<file path="src/rtl/clk_div_multi.sv">
// Multi-channel programmable clock divider.
// Each channel produces a registered 50% duty square wave whose half-period is
// set through a shared write port. New divisors wait in a pending register and
// only take effect at a half-period boundary, while the channel is disabled, or
// on a global sync, so a half-period on clk_out is never shortened.
module clk_div_multi #(
  parameter int N_CH     = 2,
  parameter int CNT_W    = 25,
  parameter int CH_W     = 1,
  parameter int DEF_HALF = 25000000
) (
  input  logic              clk_50Mhz,
  input  logic              rst_n,
  input  logic [N_CH-1:0]   en,
  input  logic              sync,
  input  logic              cfg_wr,
  input  logic [CH_W-1:0]   cfg_ch,
  input  logic [CNT_W-1:0]  cfg_half,
  output logic              cfg_ack,
  output logic              cfg_err,
  output logic [N_CH-1:0]   clk_out,
  output logic [N_CH-1:0]   tick
);

  // A write is legal only with a non-zero half-period aimed at an existing channel.
  logic w_chInRange;
  logic w_accept;

  assign w_chInRange = (32'(cfg_ch) < N_CH);
  assign w_accept    = cfg_wr && (cfg_half != '0) && w_chInRange;

  // Acknowledge or reject every write strobe one cycle after it is seen.
  always_ff @(posedge clk_50Mhz or negedge rst_n) begin
    if (!rst_n) begin
      cfg_ack <= 1'b0;
      cfg_err <= 1'b0;
    end else begin
      cfg_ack <= w_accept;
      cfg_err <= cfg_wr && !w_accept;
    end
  end

  for (genvar g = 0; g < N_CH; g++) begin : gChannel
    logic [CNT_W-1:0] r_cnt;
    logic [CNT_W-1:0] r_halfR;
    logic [CNT_W-1:0] r_halfP;
    logic             r_pend;
    logic             r_clk;
    logic             r_tick;
    logic             w_wrHere;
    logic             w_wrap;

    // The compare is unsigned and full width; r_halfR is never zero because
    // zero-length writes are rejected, so the subtraction cannot underflow.
    assign w_wrHere = w_accept && (cfg_ch == CH_W'(g));
    assign w_wrap   = (r_cnt == (r_halfR - CNT_W'(1)));

    // Per-channel counter, output toggle, rise tick and divisor hand-over.
    always_ff @(posedge clk_50Mhz or negedge rst_n) begin
      if (!rst_n) begin
        r_cnt   <= '0;
        r_halfR <= CNT_W'(DEF_HALF);
        r_halfP <= CNT_W'(DEF_HALF);
        r_pend  <= 1'b0;
        r_clk   <= 1'b0;
        r_tick  <= 1'b0;
      end else if (sync) begin
        r_cnt  <= '0;
        r_clk  <= 1'b0;
        r_tick <= 1'b0;
        r_pend <= 1'b0;
        if (w_wrHere) begin
          r_halfR <= cfg_half;
          r_halfP <= cfg_half;
        end else if (r_pend) begin
          r_halfR <= r_halfP;
        end
      end else begin
        if (!en[g]) begin
          r_cnt  <= '0;
          r_clk  <= 1'b0;
          r_tick <= 1'b0;
          if (r_pend) begin
            r_halfR <= r_halfP;
          end
        end else if (w_wrap) begin
          r_cnt  <= '0;
          r_clk  <= ~r_clk;
          r_tick <= ~r_clk;
          if (r_pend) begin
            r_halfR <= r_halfP;
          end
        end else begin
          r_cnt  <= r_cnt + CNT_W'(1);
          r_tick <= 1'b0;
        end

        if (w_wrHere) begin
          r_halfP <= cfg_half;
          r_pend  <= 1'b1;
        end else if (r_pend && (!en[g] || w_wrap)) begin
          r_pend <= 1'b0;
        end
      end
    end

    assign clk_out[g] = r_clk;
    assign tick[g]    = r_tick;
  end

endmodule

</file>
<file path="config.mk">
export PLATFORM = sky130hd
export DESIGN_NAME = clk_div_multi
export DESIGN_NICKNAME = d
export VERILOG_FILES = /design/src/rtl/clk_div_multi.sv
export SDC_FILE = /design/constraint.sdc
export NUM_CORES = 1
export LEC_CHECK = 0
export ABC_AREA = 1
export CAP_MARGIN = 0
export CORE_UTILIZATION = 55
export CTS_CLUSTER_DIAMETER = 120
export DETAILED_ROUTE_END_ITERATION = 6
export HOLD_SLACK_MARGIN = 0.05
export PLACE_DENSITY = 0.73
export SLEW_MARGIN = 20
export SYNTH_ARGS = -nofsm -noshare
export SYNTH_HDL_FRONTEND = slang
export SYNTH_SLANG_ARGS = --single-unit
</file>
<file path="constraint.sdc">
create_clock -name clk_50Mhz -period 3.2 [get_ports clk_50Mhz]
set_input_delay 0.64 -clock clk_50Mhz [delete_from_list [all_inputs] [get_ports clk_50Mhz]]
set_output_delay 0.64 -clock clk_50Mhz [all_outputs]
set_load 0.05 [all_outputs]
</file>
Yosys cells after proc, flatten, opt, wreduce, memory -nomap -nowiden
Index checks and enable logic that the tools add are counted.
Widths: inputs -> output; s select.
{ "op_classes": {"n_addsub": 4, "multipliers": 0, "div_mod_pow": 0, "n_lt_le_gt_ge": 0, "eq_ne": 4, "n_shift": 0, "muxes": 34, "bitwise_logic": 3, "reduce_logical": 14} }
{ "op_table": {"columns": ["operator", "n"], "rows": [
  ["$mux 25", 16],
  ["$add 25x1->25 const B", 2],
  ["$eq 25x25->1", 2],
  ["$sub 25x1->25 const B", 2],
  ["$reduce_bool 25->1", 1],
  ["$mux 1", 18],
  ["$logic_and 1x1->1", 6],
  ["$ne 3x1->1 const B", 2],
  ["$reduce_bool 3->1", 2],
  ["$logic_not 1->1", 3],
  ["$not 1->1", 3],
  ["$logic_or 1x1->1", 2]
]} }
{ "word_totals": {"regBits": 158, "latch_bits": 0, "mem_bits_rw": 0, "mem_bits_ro": 0, "input_bits": 32, "output_inout_bits": 6, "elab_cells": 73, "memories": 0} }

Logic depth before layout (Yosys ltp)
Gate-level depths: netlist of the first run.
{ "logic_depth": {"word_depth": 7, "mapped_depth": 16, "mapped_depth_nobuf": 15} }

Worst setup path before layout of the first run
OpenSTA, ideal clock, no wires.
{ "synth_timing": {"path_type": "register -> register", "from": "register gChannel[0].r_halfR[0]", "to": "register gChannel[0].r_cnt[10]", "setup_ps": 120, "arrival_time_ps": 1984, "t_required_ps": 3080, "setup_slack_ps": 1096, "stages_incl_launch_ff": 16, "path_buffers": 2, "synth_period_minus_slack_ps": 2104, "path_cell_list": "dfrtp_1 > inv_2 > ha_1 > nand3_2 > nor2_2 > buf_4 > nand2_1 > nand2_1 > nand2_1 > a21oi_1 > nand2_1 > nor2_2 > nand3_2 > nand2_4 > buf_4 > nor2_1"} }
{ "synth_via": {"elab_chain_len": 5} }
{ "synth_lines": {"columns": ["element", "line_no", "text"], "rows": [
  ["from (decl)", "45", "logic [CNT_W-1:0] r_halfR;"],
  ["from (signal assigned)", "62", "r_halfR <= CNT_W'(DEF_HALF);"],
  ["from (signal assigned)", "73", "r_halfR <= cfg_half;"],
  ["from (signal assigned)", "76", "r_halfR <= r_halfP;"],
  ["$sub 25x1->25", "56", "assign w_wrap = (r_cnt == (r_halfR - CNT_W'(1)));"],
  ["$eq 25x25->1", "56", null],
  ["$mux 25", "86", "end else if (w_wrap) begin"],
  ["$mux 25", "79", "if (!en[g]) begin"],
  ["$mux 25", "67", "end else if (sync) begin"],
  ["to (signal assigned)", "94", "r_cnt <= r_cnt + CNT_W'(1);"],
  ["to (decl)", "44", "logic [CNT_W-1:0] r_cnt;"]
]} }
Every way passes these cells.
A chain may end at the register's enable or synchronous reset.

Worst setup path in the final report of the first run
{ "layout_timing": {"from": "register gChannel[0].r_halfR[0]", "to": "register gChannel[0].r_clk"} }
{ "layout_via": {"elab_chain_len": 3} }
{ "layout_lines": {"columns": ["element", "line_no", "text"], "rows": [
  ["$sub 25x1->25", "56", null],
  ["$eq 25x25->1", "56", null],
  ["$ne 3x1->1 (no line)", null, null],
  ["to (signal assigned)", "88", "r_clk <= ~r_clk;"],
  ["to (decl)", "48", "logic r_clk;"]
]} }
Every way passes these cells.

==> impl_metrics.json, run 1 <==
{
  "failed_checks": "DRC",
  "grt_pass1_wl_mm": 44.64,
  "period_share_pct": 89.97,
  "final_common_cell": "nand2_1",
  "drv_cap": 0,
  "grt_pass1_vias": 8871,
  "ys_seq_area_share_pct": 39.24,
  "hold_viol": 0,
  "rsz0062_at_grt": "no",
  "cp-start-kind": "flop",
  "synth_area_per_cell_um2": 7.002,
  "placementRows": 49,
  "syn-num-nets": 1497,
  "die_width_um": 138.4,
  "status": "finished, violations left",
  "synthMuxAreaShare_pct": 3.229,
  "synth-adder-area-share_pct": 0.4892,
  "port_buffers": 37,
  "cts_max_path_buffers": 2,
  "antenna_found_initial": 0,
  "async_flop_share_pct": 100.0,
  "crit_type": "flop to flop",
  "root_buffer": "clkbuf_16",
  "overflow": 0,
  "syn2layout_area_growth_pct": 12.56,
  "num-fill-cells": 1626,
  "die_y_um": 138.4,
  "synth_top_family_by_area": "simple AND/OR/NAND/NOR gates",
  "cp_max_fo": 51,
  "syn-cell-area_um2": 10230,
  "timing.fmax_ghz": 0.3473,
  "pin_count": 38,
  "max-slew-margin-rel_pct": 35.74,
  "synth_edf_count": 0,
  "postSynthCellCount": 1461,
  "hold_path_class": "input port to asynchronous set/reset pin",
  "drc": 19,
  "cts_hold_buf": 0,
  "clock-sinks": 158,
  "cts_setup_buffers": 0,
  "vias": 9512,
  "totalPowerFinal_mw": 6.230,
  "synth-compound-area-share_pct": 4.366,
  "totalNegativeSetupSlack_ns": 0,
  "crit_path_end_kind": "flop",
  "drt-initial-drc-count": 815,
  "clock_skew_ns": 0.008164,
  "crit_arrival_ns": 3.25,
  "path_clk_slew_ns": 0.06,
  "p_leak_nw": 5.487,
  "nNetsFinal": 1537,
  "antennaDiodeCount": 0,
  "synth_simple_gate_area_share_pct": 38.54,
  "dr.pass1.iters": 7,
  "reg2reg_depth": 14,
  "clk_latency_ns": 0.44,
  "synth_xor_area_share_pct": 7.155,
  "worst_pin_slew_ns": 0.9629,
  "numCtsBuffers": 17,
  "dieArea_um2": 19150,
  "synth-seq-cells": 158,
  "layout_common_cells": "526 x nand2_1, 188 x nor2_1, 110 x dfrtp_1",
  "grt_max_degree": 84,
  "final-setup-viol-count": 0,
  "drv_slew": 0,
  "synthFlopType": "dfrtp_1",
  "htreeDepth": 4,
  "core_um2": 18090,
  "vias_per_cell": 5.457,
  "min_period_ns": 2.879,
  "power.density_nw_per_um2": 541.1,
  "yosysWarnings": 0,
  "startpoint": "gChannel[0].r_halfR[0]",
  "tritoncts": "done",
  "r2r-start": "gChannel[0].r_halfR[0]",
  "start_util_pct": 56.56,
  "wirelength_mm": 26.50,
  "antenna_left": 0,
  "final_layout_size_suffix_gt1_share_pct": 10.24,
  "peakVddDrop_mv": 0.4118,
  "post_cts_resized": 0,
  "synth_cell_types": 40,
  "grt_usage_pct": 29.11,
  "gp_congestion": 0.9043,
  "dp_hpwl_mm": 18.75,
  "required_ns": 3.57,
  "wl_per_cell_um": 15.20,
  "whs_ns": 0.2363
}
[through the flow]
stage / utilization [%] / std cells / instance area, um^2 / worst slack [ns]
finish: 63.67 / 1743 / 11510 / 0.3210
global route: 63.67 / 1743 / 11510 / 0.05336
CTS: 63.67 / 1743 / 11510 / 0.3614
detailed placement: 60.43 / 1711 / 10930 / 0.1632
global placement: 60.43 / 1711 / 10930 / 0.1718
floorplan: - / 1461 / 10230 / 1.096
[cell usage after synthesis (3+ instances only)]
cell | number | area (um^2)
a21oi_1 | 21 | 105.1
buf_1 | 5 | 18.77
buf_2 | 7 | 35.03
buf_4 | 8 | 60.06
buf_6 | 7 | 78.83
clkbuf_1 | 29 | 108.9
clkinv_1 | 3 | 11.26
dfrtp_1 | 110 | 2753
dfstp_2 | 48 | 1261
ha_1 | 4 | 50.05
inv_1 | 101 | 379.1
inv_2 | 6 | 22.52
mux2i_1 | 33 | 330.3
nand2_1 | 526 | 1974
nand2_2 | 4 | 25.02
nand3_1 | 108 | 540.5
nand3_2 | 5 | 50.05
nand3b_1 | 12 | 90.09
nand4_1 | 35 | 219.0
nor2_1 | 190 | 713.2
nor2_2 | 9 | 56.30
nor2_4 | 4 | 45.04
nor3_1 | 19 | 95.09
nor4_1 | 7 | 43.79
o21ai_0 | 43 | 215.2
o21ai_1 | 20 | 100.1
xnor2_1 | 34 | 297.8
xor2_1 | 47 | 411.6
[critical path, stage by stage, from the launching register on]
cell and delay (ns):
dfrtp_1 0.41, inv_2 0.09, ha_1 0.20, nand3_2 0.14, nor2_2 0.49, nand4_1 0.20
nand2_1 0.12, nand2_1 0.06, inv_1 0.04, nand2_1 0.04, nor2_1 0.18, nand3_2 0.13
nand2_4 0.47, nand2_1 0.14, nand2_1 0.09
[cells by family after synthesis]
kind of cell	Yosys count
compound gates	88
buf+inv	166
flops	158
simple gates	930
xor+xnor	82
fa+ha+maj	4
mux	33
[worst paths after layout]
path | to | slack [ns]
min | gChannel[0].r_cnt[0] | 0.24
min in group clk_50Mhz | gChannel[1].r_halfP[12] | 0.47
min reg2reg | gChannel[1].r_halfP[12] | 0.47
max reg2reg | gChannel[0].r_clk | 0.32
max in group asynchronous | gChannel[1].r_halfR[14] | 2.09
max | gChannel[0].r_clk | 0.32
[power breakdown]
part / switching, mW / total, mW / internal (mW)
clock: 0.876 / 2.04 / 1.16
sequential: 0.269 / 2.56 / 2.29
combinational: 1.03 / 1.63 / 0.604
[registers in the layout, indices dropped and copies added (netlist names)]
name and count:
gChannel.r_halfP 50, gChannel.r_halfR 50, gChannel.r_cnt 50, gChannel.r_clk 2
cfg_ack 1, gChannel.r_tick 2, cfg_err 1, gChannel.r_pend 2
[cell type report]
type                            count  area (um^2)  area share [%]
Multi-Input combinational cell   1137         5507           47.82
Sequential cell                   158         4014           34.86
Timing Repair Buffer               77        709.4           6.161
Clock buffer                       20        479.2           4.162
Inverter                          110        412.9           3.586
Tap cell                          229        286.5           2.488
Clock inverter                     12        106.4          0.9236
[per-layer routing]
metal | GRT usage (%) | vias to the layer above | wire length [um]
met2 | 43.98 | 278 | 11640
li1 | - | 4711 | -
met4 | 6.032 | 0 | 199
met3 | 5.715 | 21 | 1771
met5 | 0 | - | 0
met1 | 43.30 | 4502 | 12880
No activity file was read; power rests on OpenSTA's default activity.
==> inputs of run 2 (changes only) <==
CELL_PAD_IN_SITES_DETAIL_PLACEMENT = 1   (was unset)
CELL_PAD_IN_SITES_GLOBAL_PLACEMENT = 1   (was unset)
CORE_UTILIZATION = 49   (was 55)
CTS_CLUSTER_SIZE = 14   (was unset)
PLACE_DENSITY = 0.84   (was 0.73)
==> run 2 against run 1 <==
The run now ends clean. Worst hold slack got worse by 0.015 ns. Non-clock buffer count decreased by 2. First-iteration DRC count decreased by 35%. Worst setup slack got worse by 0.034 ns.
==> impl_metrics.json, run 2 (synthesis gave the netlist of run 1 again) <==
{
  "busiest_layer": "met2",
  "start_util_pct": 50.23,
  "totalPowerFinal_mw": 6.408,
  "rsz0062_at_grt": "no",
  "power.density_nw_per_um2": 554.2,
  "htreeDepth": 4,
  "grt_pass1_vias": 10270,
  "crit_type": "flop to flop",
  "tritoncts": "done",
  "layout_common_cells": "526 x nand2_1, 188 x nor2_1, 110 x dfrtp_1",
  "clk_latency_ns": 0.44,
  "cp_max_fo": 51,
  "grt_pass1_wl_mm": 52.70,
  "vias": 9841,
  "vias_per_cell": 5.522,
  "crit_top_cell": "nand2_1",
  "nNetsFinal": 1535,
  "place_inst": 1750,
  "crit_buf_inv": 2,
  "grtUsageMet1_pct": 42.51,
  "antenna_found_initial": 0,
  "r2r_end": "gChannel[0].r_halfR[2]",
  "fin_cells": 1782,
  "port_buffers": 37,
  "use_met3_pct": 3.781,
  "drv_slew": 0,
  "syn2layout_area_growth_pct": 13.03,
  "dp_hpwl_mm": 22.58,
  "clock-sinks": 158,
  "die_width_um": 146.5,
  "reg2reg_depth": 14,
  "final_layout_size_suffix_gt1_share_pct": 10.19,
  "die_y_um": 146.5,
  "p_leak_nw": 5.480,
  "cpMaxStageDelayCell": "nand2_4",
  "totalNegativeSetupSlack_ns": 0,
  "reg_top3": "gChannel.r_cnt x50, gChannel.r_halfP x50, gChannel.r_halfR x50",
  "clock_skew_ns": 0.01405,
  "min_period_ns": 2.913,
  "drv_cap": 0,
  "grt_usage_pct": 30.94,
  "required_ns": 3.58,
  "path_clk_slew_ns": 0.07,
  "grt_max_degree": 70,
  "dieArea_um2": 21460,
  "drc": 0,
  "antennaDiodeCount": 0,
  "dr.pass1.iters": 5,
  "placementRows": 52,
  "hold_viol": 0,
  "period_share_pct": 91.02,
  "status": "completed",
  "drt-initial-drc-count": 531,
  "final-setup-viol-count": 0,
  "max-slew-margin-rel_pct": 28.36,
  "r2r-start": "gChannel[0].r_halfR[0]",
  "use_met2_pct": 51.17,
  "worst_pin_slew_ns": 1.072,
  "crit_arrival_ns": 3.29,
  "cp-start-kind": "flop",
  "final_common_cell": "nand2_1",
  "hold_path_class": "input port to asynchronous set/reset pin",
  "cp_top_family": "simple AND/OR/NAND/NOR gates",
  "wl_per_cell_um": 17.96,
  "crit_chain": "inv_2 -> ha_1 -> nand3_2 -> nor2_2 -> nand3_1 -> inv_1 -> nand3_1 -> nand2_1 -> nand2_1 -> nor2_2 -> nand3_2 -> nand2_4 -> nand2_1 -> nand2_1",
  "core_um2": 20360,
  "gp_congestion": 0.8959,
  "wirelength_mm": 32.00,
  "num-fill-cells": 2649,
  "max_stage_delay_ns": 0.50,
  "regToRegSetupSlack_ns": 0.29,
  "overflow": 0,
  "crit_path_end_kind": "flop",
  "timing.fmax_ghz": 0.3433,
  "numCtsBuffers": 17,
  "antenna_left": 0,
  "peakVddDrop_mv": 0.3407,
  "root_buffer": "clkbuf_16",
  "pin_count": 38,
  "cts_max_path_buffers": 2
}
## run 2: how the worst max path moves through the flow
stage,start,cells past startpoint,end
after floorplan,gChannel[0].r_halfR[0],15,gChannel[0].r_cnt[10]
after global placement,cfg_half[8],10,gChannel[1].r_halfR[19]
after detailed placement,cfg_half[19],11,gChannel[1].r_halfR[18]
after CTS,gChannel[1].r_halfR[2],14,gChannel[1].r_halfR[20]
after global routing,gChannel[0].r_halfR[0],14,gChannel[0].r_clk
final,gChannel[0].r_halfR[0],14,gChannel[0].r_halfR[2]
## run 2: area by class of cell
| type | count | area (um^2) | area share, % |
|---|---|---|---|
| Multi-Input combinational cell | 1137 | 5517 | 47.71 |
| Clock buffer | 18 | 439.2 | 3.798 |
| Tap cell | 270 | 337.8 | 2.922 |
| Inverter | 110 | 412.9 | 3.571 |
| Clock inverter | 14 | 160.2 | 1.385 |
| Sequential cell | 158 | 4014 | 34.71 |
| Timing Repair Buffer | 75 | 681.9 | 5.898 |
## run 2: what timing repair did
item,in CTS,in global routing
endpoints found under the hold margin,0,0
setup buffers,0,0
endpoints found under the setup margin,0,1
hold buffers,0,0
gates resized for setup,0,1
## run 2: worst reg2reg max path, stage by stage, from the launching register on
cell and delay, ns:
dfrtp_1 0.42, inv_2 0.09, ha_1 0.20, nand3_2 0.14, nor2_2 0.48, nand3_1 0.17, inv_1 0.10, nand3_1 0.07
nand2_1 0.13, nand2_1 0.09, nor2_2 0.12, nand3_2 0.11, nand2_4 0.50, nand2_1 0.14, nand2_1 0.10
## run 2: metal layers
metal  vias up  wire length, um  part of all wire [%]
li1       4705                -                     -
met1      4901            15200                    47
met2       192            15240                    48
met3        43             1029                   3.2
met4         0              535                   1.7
met5         -                0                     0
## run 2: through the flow
| step | hold slack (ns) | worst slack (ns) | area [um^2] | util, % |
|---|---|---|---|---|
| global route | 0.2705 | 0.02598 | 11560 | 56.78 |
| floorplan | 0.3444 | 1.096 | 10230 | - |
| finish | 0.2214 | 0.2873 | 11560 | 56.78 |
| detailed placement | 0.4589 | 0.1444 | 10960 | 53.81 |
| global placement | 0.4558 | 0.2642 | 10960 | 53.81 |
| CTS | 0.2497 | 0.2561 | 11560 | 56.75 |
## run 2: power by group
group,internal [mW],leakage [nW],switching (mW)
Clock,1.19,0.285,0.946
Combinational,0.604,3.24,1.11
Sequential,2.29,1.96,0.277
==> inputs of run 3 (changes only) <==
MAX_ROUTING_LAYER = met4   (was unset)
clock period = 3.5 ns   (was 3.2 ns; I/O delays follow)
==> run 3 against run 2 <==
Power fell by 8.7%. Worst setup slack improved by 0.25 ns. First-iteration DRC count decreased by 0.94%. Critical path depth increased by 1. Global-route usage down 0.062 points. Non-clock buffer count down 1. Routed wire length down 2.9%. Flip-flop and latch count stayed put. Fmax shrank 1.7%. Count of clock-buffer cells in the layout grew 6. Highest routed layer unchanged.
==> impl_metrics.json, run 3 (synthesis gave the netlist of run 1 again) <==
{
  "overflow": 0,
  "fin_util_pct": 56.82,
  "cp_max_fo": 29,
  "wirelength_mm": 31.08,
  "crit_type": "flop to flop",
  "cts_max_path_buffers": 2,
  "cp-start-kind": "flop",
  "p_leak_nw": 5.478,
  "max-slew-margin-rel_pct": 49.96,
  "htreeDepth": 4,
  "reg_top3": "gChannel.r_cnt x50, gChannel.r_halfP x50, gChannel.r_halfR x50",
  "clock_skew_ns": 0.007546,
  "period_share_pct": 84.64,
  "status": "completed",
  "path_clk_slew_ns": 0.06,
  "crit_arrival_ns": 3.33,
  "power.density_nw_per_um2": 505.8,
  "hold_viol": 0,
  "final_layout_size_suffix_gt1_share_pct": 9.795,
  "final-setup-viol-count": 0,
  "dieArea_um2": 21460,
  "min_period_ns": 2.963,
  "dp_hpwl_mm": 22.12,
  "die_y_um": 146.5,
  "placed_cell_area_um2": 10940,
  "antenna_found_initial": 0,
  "required_ns": 3.86,
  "tritoncts": "done",
  "pin_count": 38,
  "peakVddDrop_mv": 0.3187,
  "rsz0062_at_grt": "no",
  "root_buffer": "clkbuf_16",
  "drt-initial-drc-count": 526,
  "antennaDiodeCount": 0,
  "drv_slew": 0,
  "gp_congestion": 0.9013,
  "numCtsBuffers": 17,
  "core_um2": 20360,
  "grt_max_degree": 82,
  "post_cts_resized": 0,
  "die_width_um": 146.5,
  "grt_pass1_wl_mm": 51.23,
  "layout_setup_ws_ns": 0.5374,
  "start_util_pct": 50.23,
  "layout_common_cells": "526 x nand2_1, 188 x nor2_1, 110 x dfrtp_1",
  "nNetsFinal": 1534,
  "vias_per_cell": 5.498,
  "pre_cts_slack_ns": 0.1792,
  "vias": 9792,
  "totalNegativeSetupSlack_ns": 0,
  "final_common_cell": "nand2_1",
  "clk_latency_ns": 0.43,
  "placementRows": 52,
  "num-fill-cells": 2671,
  "crit_path_end_kind": "flop",
  "design_area_um2": 11570,
  "timing.fmax_ghz": 0.3375,
  "clock-sinks": 158,
  "hold_path_class": "input port to asynchronous set/reset pin",
  "worst_pin_slew_ns": 0.7507,
  "cts_hold_buf": 0,
  "wl_per_cell_um": 17.45,
  "cts_setup_buffers": 0,
  "syn2layout_area_growth_pct": 13.11,
  "grt_usage_pct": 30.88,
  "drv_cap": 0,
  "antenna_left": 0,
  "port_buffers": 37,
  "drc": 0,
  "grt_pass1_vias": 9963,
  "dr.pass1.iters": 5
}
[run 3: layer usage]
metal / vias to the layer above / track usage, % / routed length [um]
met4: 0 / 7.656 / 415
met2: 169 / 49.50 / 14650
met5: - / - / 0
met1: 4861 / 41.77 / 15130
li1: 4724 / - / -
met3: 38 / 3.375 / 884
[run 3: layout make-up]
| class | count | area (um^2) | area share, % |
|---|---|---|---|
| tap | 270 | 337.8 | 2.920 |
| timing repair buffer | 74 | 686.9 | 5.936 |
| clock inverter | 8 | 131.4 | 1.135 |
| multi-input combinational | 1137 | 5517 | 47.68 |
| inverter | 110 | 412.9 | 3.568 |
| clock buffer | 24 | 471.7 | 4.077 |
| sequential | 158 | 4014 | 34.69 |
[run 3: stage by stage]
stage / total power, mW / hold WS, ns / std cells
global route: 6.172 / 0.1939 / 1781
floorplan: 3.399 / 0.4044 / 1461
global placement: 3.810 / 0.4555 / 1748
CTS: 5.872 / 0.1799 / 1780
finish: 5.852 / 0.1699 / 1781
detailed placement: 3.886 / 0.4583 / 1748
[run 3: worst max-delay path: stages, from the launching register on]
cell     delay, ns
dfrtp_1       0.41
inv_2         0.08
ha_1          0.21
nand2_2       0.16
nor2_4        0.30
nand3_1       0.18
nand2_1       0.15
nand2_1       0.09
nor2_1        0.12
nand2_1       0.06
nor2_1        0.19
nand3_2       0.11
nand2_2       0.39
buf_12        0.25
nand2_1       0.09
nand2_1       0.07
[run 3: power breakdown]
part | total, mW | switching, mW | internal, mW
clock | 1.95 | 0.787 | 1.17
combinational | 1.56 | 1.01 | 0.550
sequential | 2.34 | 0.246 | 2.09
[run 3: final timing paths]
kind | startpoint | to | slack (ns) | depth (start not counted)
setup / recovery | gChannel[1].r_halfR[0] | gChannel[1].r_halfR[0] | 0.54 | 15
hold / removal | rst_n | gChannel[0].r_cnt[1] | 0.17 | 1
setup reg to reg | gChannel[1].r_halfR[0] | gChannel[1].r_halfR[0] | 0.54 | 15
hold reg to reg | gChannel[0].r_halfP[24] | gChannel[0].r_halfP[24] | 0.47 | 2
max in group asynchronous | rst_n | gChannel[1].r_cnt[13] | 2.46 | 2
min in group clk_50Mhz | gChannel[0].r_halfP[24] | gChannel[0].r_halfP[24] | 0.47 | 2
==> patch 1, RTL diff (settings of run 2) <==
Reset style: synchronous (`rst_n`), changed in 2 clocked blocks.
--- a/src/rtl/clk_div_multi.sv
+++ b/src/rtl/clk_div_multi.sv
@@ -31,5 +31,5 @@
 
   // Acknowledge or reject every write strobe one cycle after it is seen.
-  always_ff @(posedge clk_50Mhz or negedge rst_n) begin
+  always_ff @(posedge clk_50Mhz) begin
     if (!rst_n) begin
       cfg_ack <= 1'b0;
@@ -57,5 +57,5 @@
 
     // Per-channel counter, output toggle, rise tick and divisor hand-over.
-    always_ff @(posedge clk_50Mhz or negedge rst_n) begin
+    always_ff @(posedge clk_50Mhz) begin
       if (!rst_n) begin
         r_cnt   <= '0;
Behaviour: differs if rst_n is asserted again (counterexample within 4 cycles, from zero or initial values and one cycle with rst_n low); with rst_n held inactive, the same outputs for 4 cycles.
==> patch 1 against run 2 <==
  * Sequential cell count is the same
  * First-iteration DRC count grew 33%
  * Design area decreased by 3.7%
  * Setup slack worse by 0.036 ns
  * Wire length is 0.46% higher
  * Non-clock buffer count decreased by 16
  * Count of clock-buffer cells in the layout did not move
  * Synthesized cell count rose by 9.4%
  * Global-route usage rose by 1.3 points
  * Area after synthesis fell by 2.5%
  * Critical endpoint is now gChannel[0].r_cnt[8]
Power is not compared: it rests on default switching activity, and its combinational part moved more than twofold at a synthesized area within 25%.
==> patch 1: results (changes against run 2) <==
status - finished clean
met3 wire length - 1470 um (+43%)
DPL Wire Length - 23400 um (+3.4%)
worst slew pin tran - 0.837 ns (-0.235 ns)
largest vdd supply drop - 0.000333 V
Synth Flop Type - dfxtp_1
dpl cell area - 10500 um^2 (-4.5%)
top sig layer - met4
htree depth - 4 (unchanged)
syn nets - 1634 (+9.2%)
Worst Path Max Fanout - 25 (-51%)
diode count - 0 (unchanged)
initial antenna violation count - 0 (unchanged)
# port buffers - 37 (unchanged)
first-pass GRT wire length - 52200 um (-0.90%)
post-synthesis sequential area ratio - 31.7% (-7.5 points)
Post-Route M1 WL - 16100 um (+5.6%)
dpl ws - 0.221 ns (+0.0770 ns)
largest net degree at the start of global routing - 53 (-24%)
wire per inst - 17.1 um (-4.9%)
Met2 Wirelength - 14300 um (-6.0%)
DR vias - 10259 (+4.2%)
asr flop ratio synth - 0% (-100 points)
number of global-route vias before repair - 10242 (-0.26%)
drt pass-1 iters - 5 (unchanged)
ratio of cells with drive above 1 in the final layout - 7.79% (-2.4 points)
Tightest Hold Check Type - reg2reg
clock-pin slew on the worst setup and hold paths - 0.07 ns (about the same)
deepest clock path buffer count - 2 (unchanged)
Commonest cells post-synth - nand2_1, nand3_1, nor2_1
initial DRC count - 706 (+33%)
biggest regs - gChannel.r_cnt x50, gChannel.r_halfP x50, gChannel.r_halfR x50
Ys Warns - 0 (unchanged)
clock root buffer - clkbuf_16
Skew-Pair Late Insertion Delay - 0.44 ns (about the same)
synth top area cells - dfxtp_1, nand2_1, nand3_1
skew final - 0.0116 ns (-0.00246 ns)
crit path DAT - 3.31 ns (+0.02 ns)
Yosys cell types - 34 (-15%)
Pleak - 0.00481 uW
gr usage total - 32.2% (+1.3 points)
cts bufs inserted - 17 (unchanged)
gp weighted congestion - 0.857 (-4.4%)
## patch 1: changes by cell type in the layout (fill, tap and decap cells not counted), sizes merged, moves of 13 or more
cell   before  now
dfstp      48    0
inv       111  155
o21ai      63   50
mux2        0   13
buf        39   24
a21oi      21   35
nand3     113  210
dfxtp       0  158
mux2i      33    0
nor2      203  236
dfrtp     110    0
nand2     531  513
## patch 1: where the power goes
part	switching (uW)	internal [uW]
Combinational	545	282
Clock	914	1390
Sequential	99.8	2060
Total	1560	3720
## patch 1: stage by stage
| stage | utilization [%] | std cells |
|---|---|---|
| 2_1_floorplan | - | 1598 |
| 3_3_place_gp | 53.1 | 1849 |
| 3_5_place_dp | 53.1 | 1849 |
| 4_1_cts | 56.3 | 1880 |
| 5_1_grt | 56.5 | 1882 |
| 6_report | 56.5 | 1882 |
## patch 1: layout make-up
class	instances	area, um^2
clock buffers	18	429
clock inverters	13	215
fillers	2733	8590
inverters	156	586
multi-input cells	1213	5840
flip-flops and latches	158	3160
well taps	265	332
repair buffers	59	563
## patch 1: path summary, 6_finish.rpt
| check | startpoint | cells after the start | to | slack [ns] |
|---|---|---|---|---|
| setup / recovery | gChannel[0].r_halfR[1] | 16 | gChannel[0].r_cnt[8] | 0.25 |
| hold / removal | gChannel[0].r_halfP[23] | 2 | gChannel[0].r_halfP[23] | 0.47 |
| setup reg to reg | gChannel[0].r_halfR[1] | 16 | gChannel[0].r_cnt[8] | 0.25 |
| hold reg to reg | gChannel[0].r_halfP[23] | 2 | gChannel[0].r_halfP[23] | 0.47 |
## patch 1: logic make-up (layout without fill, tap and decap cells)
logic type	Yosys count	in the layout	synth area share (%)
buffers and inverters	227	246	9.76
flip-flops	158	158	31.7
AND/OR/NAND/NOR	1027	1027	44.9
adder cells (fa/ha/maj)	4	4	0.502
XOR/XNOR	83	83	7.29
multiplexers	13	13	1.47
AO/OA/AOI/OAI	86	86	4.34
## patch 1: layer usage
| metal | global-route usage (%) | vias up |
|---|---|---|
| li1 | - | 5043 |
| met1 | 46.1 | 4965 |
| met2 | 50.9 | 220 |
| met3 | 5.00 | 31 |
| met4 | 6.81 | 0 |
| met5 | 0 | - |
## patch 1: what timing repair did
item,in CTS,in global routing
gates resized for setup,0,2
buffers inserted,0,2
endpoints found under the setup margin,0,25
## patch 1: critical path, cell delays in order, from the launching register on
cell     delay [ns]
dfxtp_1        0.30
inv_1          0.13
ha_1           0.23
nand2_2        0.14
nor2_4         0.34
nand2_1        0.10
nand2_1        0.09
nand2_1        0.14
nand2_1        0.10
nor2_1         0.04
nand2_1        0.09
nor2_1         0.05
nand3_1        0.08
nor2_2         0.08
nor2_4         0.41
nand2_4        0.33
nor2_1         0.21
==> patch 2, RTL diff (config.mk and constraints of run 2) <==
Made on the original files. `CNT_W`: 25 -> 50.
--- a/src/rtl/clk_div_multi.sv
+++ b/src/rtl/clk_div_multi.sv
@@ -6,5 +6,5 @@
 module clk_div_multi #(
   parameter int N_CH     = 2,
-  parameter int CNT_W    = 25,
+  parameter int CNT_W    = 50,
   parameter int CH_W     = 1,
   parameter int DEF_HALF = 25000000
Interface: changed (resized cfg_half); port bits go from 38 to 63. No check against the original RTL was run, so the function may have changed too.
==> patch 2 against run 2 <==
  * Power is 72% higher
  * Design area rose by 110%
  * First-iteration DRC count up 130%
  * Via count rose by 120%
  * Area after synthesis up 110%
  * Sequential cell count rose by 150
  * Combinational power rose by 77%
  * Synthesized cell count grew 120%
  * Global-route usage is 4.3 points higher
  * Core utilization decreased by 0.34 points
  * Hold slack improved by 0.28 ns
  * Setup slack worse by 0.18 ns
  * Wire length up 140%
  * Highest routed layer unchanged
==> patch 2: results (changes against run 2) <==
largest vdd supply drop - 0.000404 V (+19%)
biggest regs - gChannel.r_cnt x100, gChannel.r_halfP x100, gChannel.r_halfR x100
clock root buffer - clkbuf_16
ratio of cells with drive above 1 in the final layout - 8.44% (-1.7 points)
hold worst-path end - gChannel[1].r_halfP[11]
Worst Path Max Fanout - 31 (-39%)
Synth Flop Type - dfrtp_1
initial DRC count - 1247 (+130%)
syn nets - 3320 (+120%)
DR vias/cell - 5.57 (+0.87%)
gr usage total - 35.2% (+4.3 points)
gp weighted congestion - 0.969 (+8.1%)
postcts setup bufs - 0 (unchanged)
Hold-fix buffers, CTS - 1 (+1)
cts bufs inserted - 25 (+8)
# port buffers - 62 (+68%)
flop-to-flop setup slack - 0.10 ns (-0.18 ns)
asr flop ratio synth - 100% (unchanged)
nets - 3420 (+120%)
dpl ws - -0.241 ns (-0.385 ns)
Hold Crit Depth - 2
Synth Area per Inst - 6.54 um^2 (-6.6%)
placed cells - 3909 (+120%)
clock-pin slew on the worst setup and hold paths - 0.07 ns (about the same)
minimum clock period after layout - 3.10 ns (+0.183 ns)
dpl cell area - 23300 um^2 (+110%)
capturing point of the worst reg2reg path - gChannel[0].r_halfR[14]
DR vias - 22070 (+120%)
FF-to-FF Start - gChannel[0].r_halfR[1]
final WL - 78100 um (+140%)
DPL Wire Length - 59400 um (+160%)
status - finished clean
FF-to-FF path depth - 19 (+5)
Ys Warns - 0 (unchanged)
Yosys cell types - 38 (-5.0%)
htree depth - 1 (-3)
initial antenna violation count - 0 (unchanged)
Skew-Pair Late Insertion Delay - 0.58 ns (+0.14 ns)
Post-synth EDFFs - 0 (unchanged)
Pleak - 0.0110 uW (+100%)
Tightest Hold Check Type - reg2reg
post-synthesis sequential area ratio - 36.5% (-2.8 points)
Commonest cells post-synth - nand2_1, nor2_1, inv_1
largest net degree at the start of global routing - 102 (+46%)
worst slew pin tran - 0.732 ns (-0.341 ns)
diode count - 0 (unchanged)
crit path DAT - 3.61 ns (+0.32 ns)
synth top area cells - dfrtp_1, nand2_1, nor2_1
skew final - 0.0127 ns (-0.00131 ns)
first-pass GRT wire length - 124000 um (+130%)
deepest clock path buffer count - 3 (+1)
drt pass-1 iters - 5 (unchanged)
post_cts resized - 1 (+1)
number of global-route vias before repair - 23409 (+130%)
-- patch 2: changes by cell type in the layout (fill, tap and decap cells not counted), moves of 20 or more --
cell | run 2 | this run
nand2_1 | 526 | 961
o21ai_0 | 43 | 222
dfrtp_1 | 110 | 255
clkbuf_1 | 0 | 20
mux2i_1 | 33 | 0
xor2_1 | 47 | 120
clkdlybuf4s50_1 | 36 | 61
nand3_1 | 108 | 259
nor3_1 | 19 | 61
buf_4 | 36 | 113
inv_1 | 101 | 343
nand4_1 | 35 | 57
a21oi_1 | 21 | 110
nor2_1 | 188 | 490
-- patch 2: kinds of logic after synthesis --
| family | after synthesis | synth area share, % |
|---|---|---|
| simple gates | 1962 | 38.9 |
| buf+inv | 475 | 9.04 |
| compound gates | 347 | 8.30 |
| flops | 308 | 36.5 |
| xor+xnor | 163 | 7.09 |
| fa+ha+maj | 4 | 0.235 |
-- patch 2: how the worst max path moves through the flow --
| stage | to | cells after the start |
|---|---|---|
| after floorplan | gChannel[0].r_cnt[28] | 17 |
| after global placement | gChannel[1].r_halfR[10] | 14 |
| after detailed placement | gChannel[1].r_halfR[16] | 13 |
| after CTS | gChannel[0].r_halfR[41] | 19 |
| after global routing | gChannel[0].r_halfR[42] | 19 |
| final | gChannel[0].r_halfR[14] | 19 |
-- patch 2: metrics by stage --
stage	utilization [%]	hold slack, ns
2_1_floorplan	-	0.344
3_3_place_gp	54.2	0.484
6_report	56.4	0.505
5_1_grt	56.4	0.528
3_5_place_dp	54.2	0.491
4_1_cts	55.9	0.506
-- patch 2: worst max-delay path: stages (launching register included) --
cell     delay (ns)
dfrtp_1        0.45
nor2_4         0.17
nand2_1        0.13
nor2_4         0.20
buf_4          0.19
nand3_1        0.11
inv_1          0.20
nand2_1        0.08
nand2_1        0.13
nand2_1        0.08
nand2_1        0.11
nand2_1        0.09
nor2_1         0.17
nand3_1        0.12
nor2_2         0.16
nand2_4        0.08
nand2_4        0.15
buf_12         0.21
nand2_1        0.09
nand2_1        0.09
-- patch 2: where the power goes --
group	switching, uW	total (uW)	leakage [uW]	internal [uW]
combinational	1900	3030	0.00683	1120
clock	1520	2990	0.000332	1470
sequential	579	4970	0.00383	4390
total	4010	11000	0.0110	6980
-- patch 2: area by class of cell --
class	instances	area [um^2]
Tap cell	585	732
Inverter	349	1310
Sequential cell	308	7770
Clock buffer	45	701
Fill cell	5803	18700
Multi-Input combinational cell	2476	11800
Timing Repair Buffer	199	1970
-- patch 2: layer usage --
layer | share of wire (%) | vias up | GRT usage, % | routed length [um]
li1 | - | 10505 | - | -
met1 | 41 | 10897 | 41.8 | 31800
met2 | 51 | 458 | 63.5 | 39800
met3 | 2.7 | 210 | 2.65 | 2080
met4 | 5.6 | 0 | 18.6 | 4370
met5 | 0 | - | 0 | 0
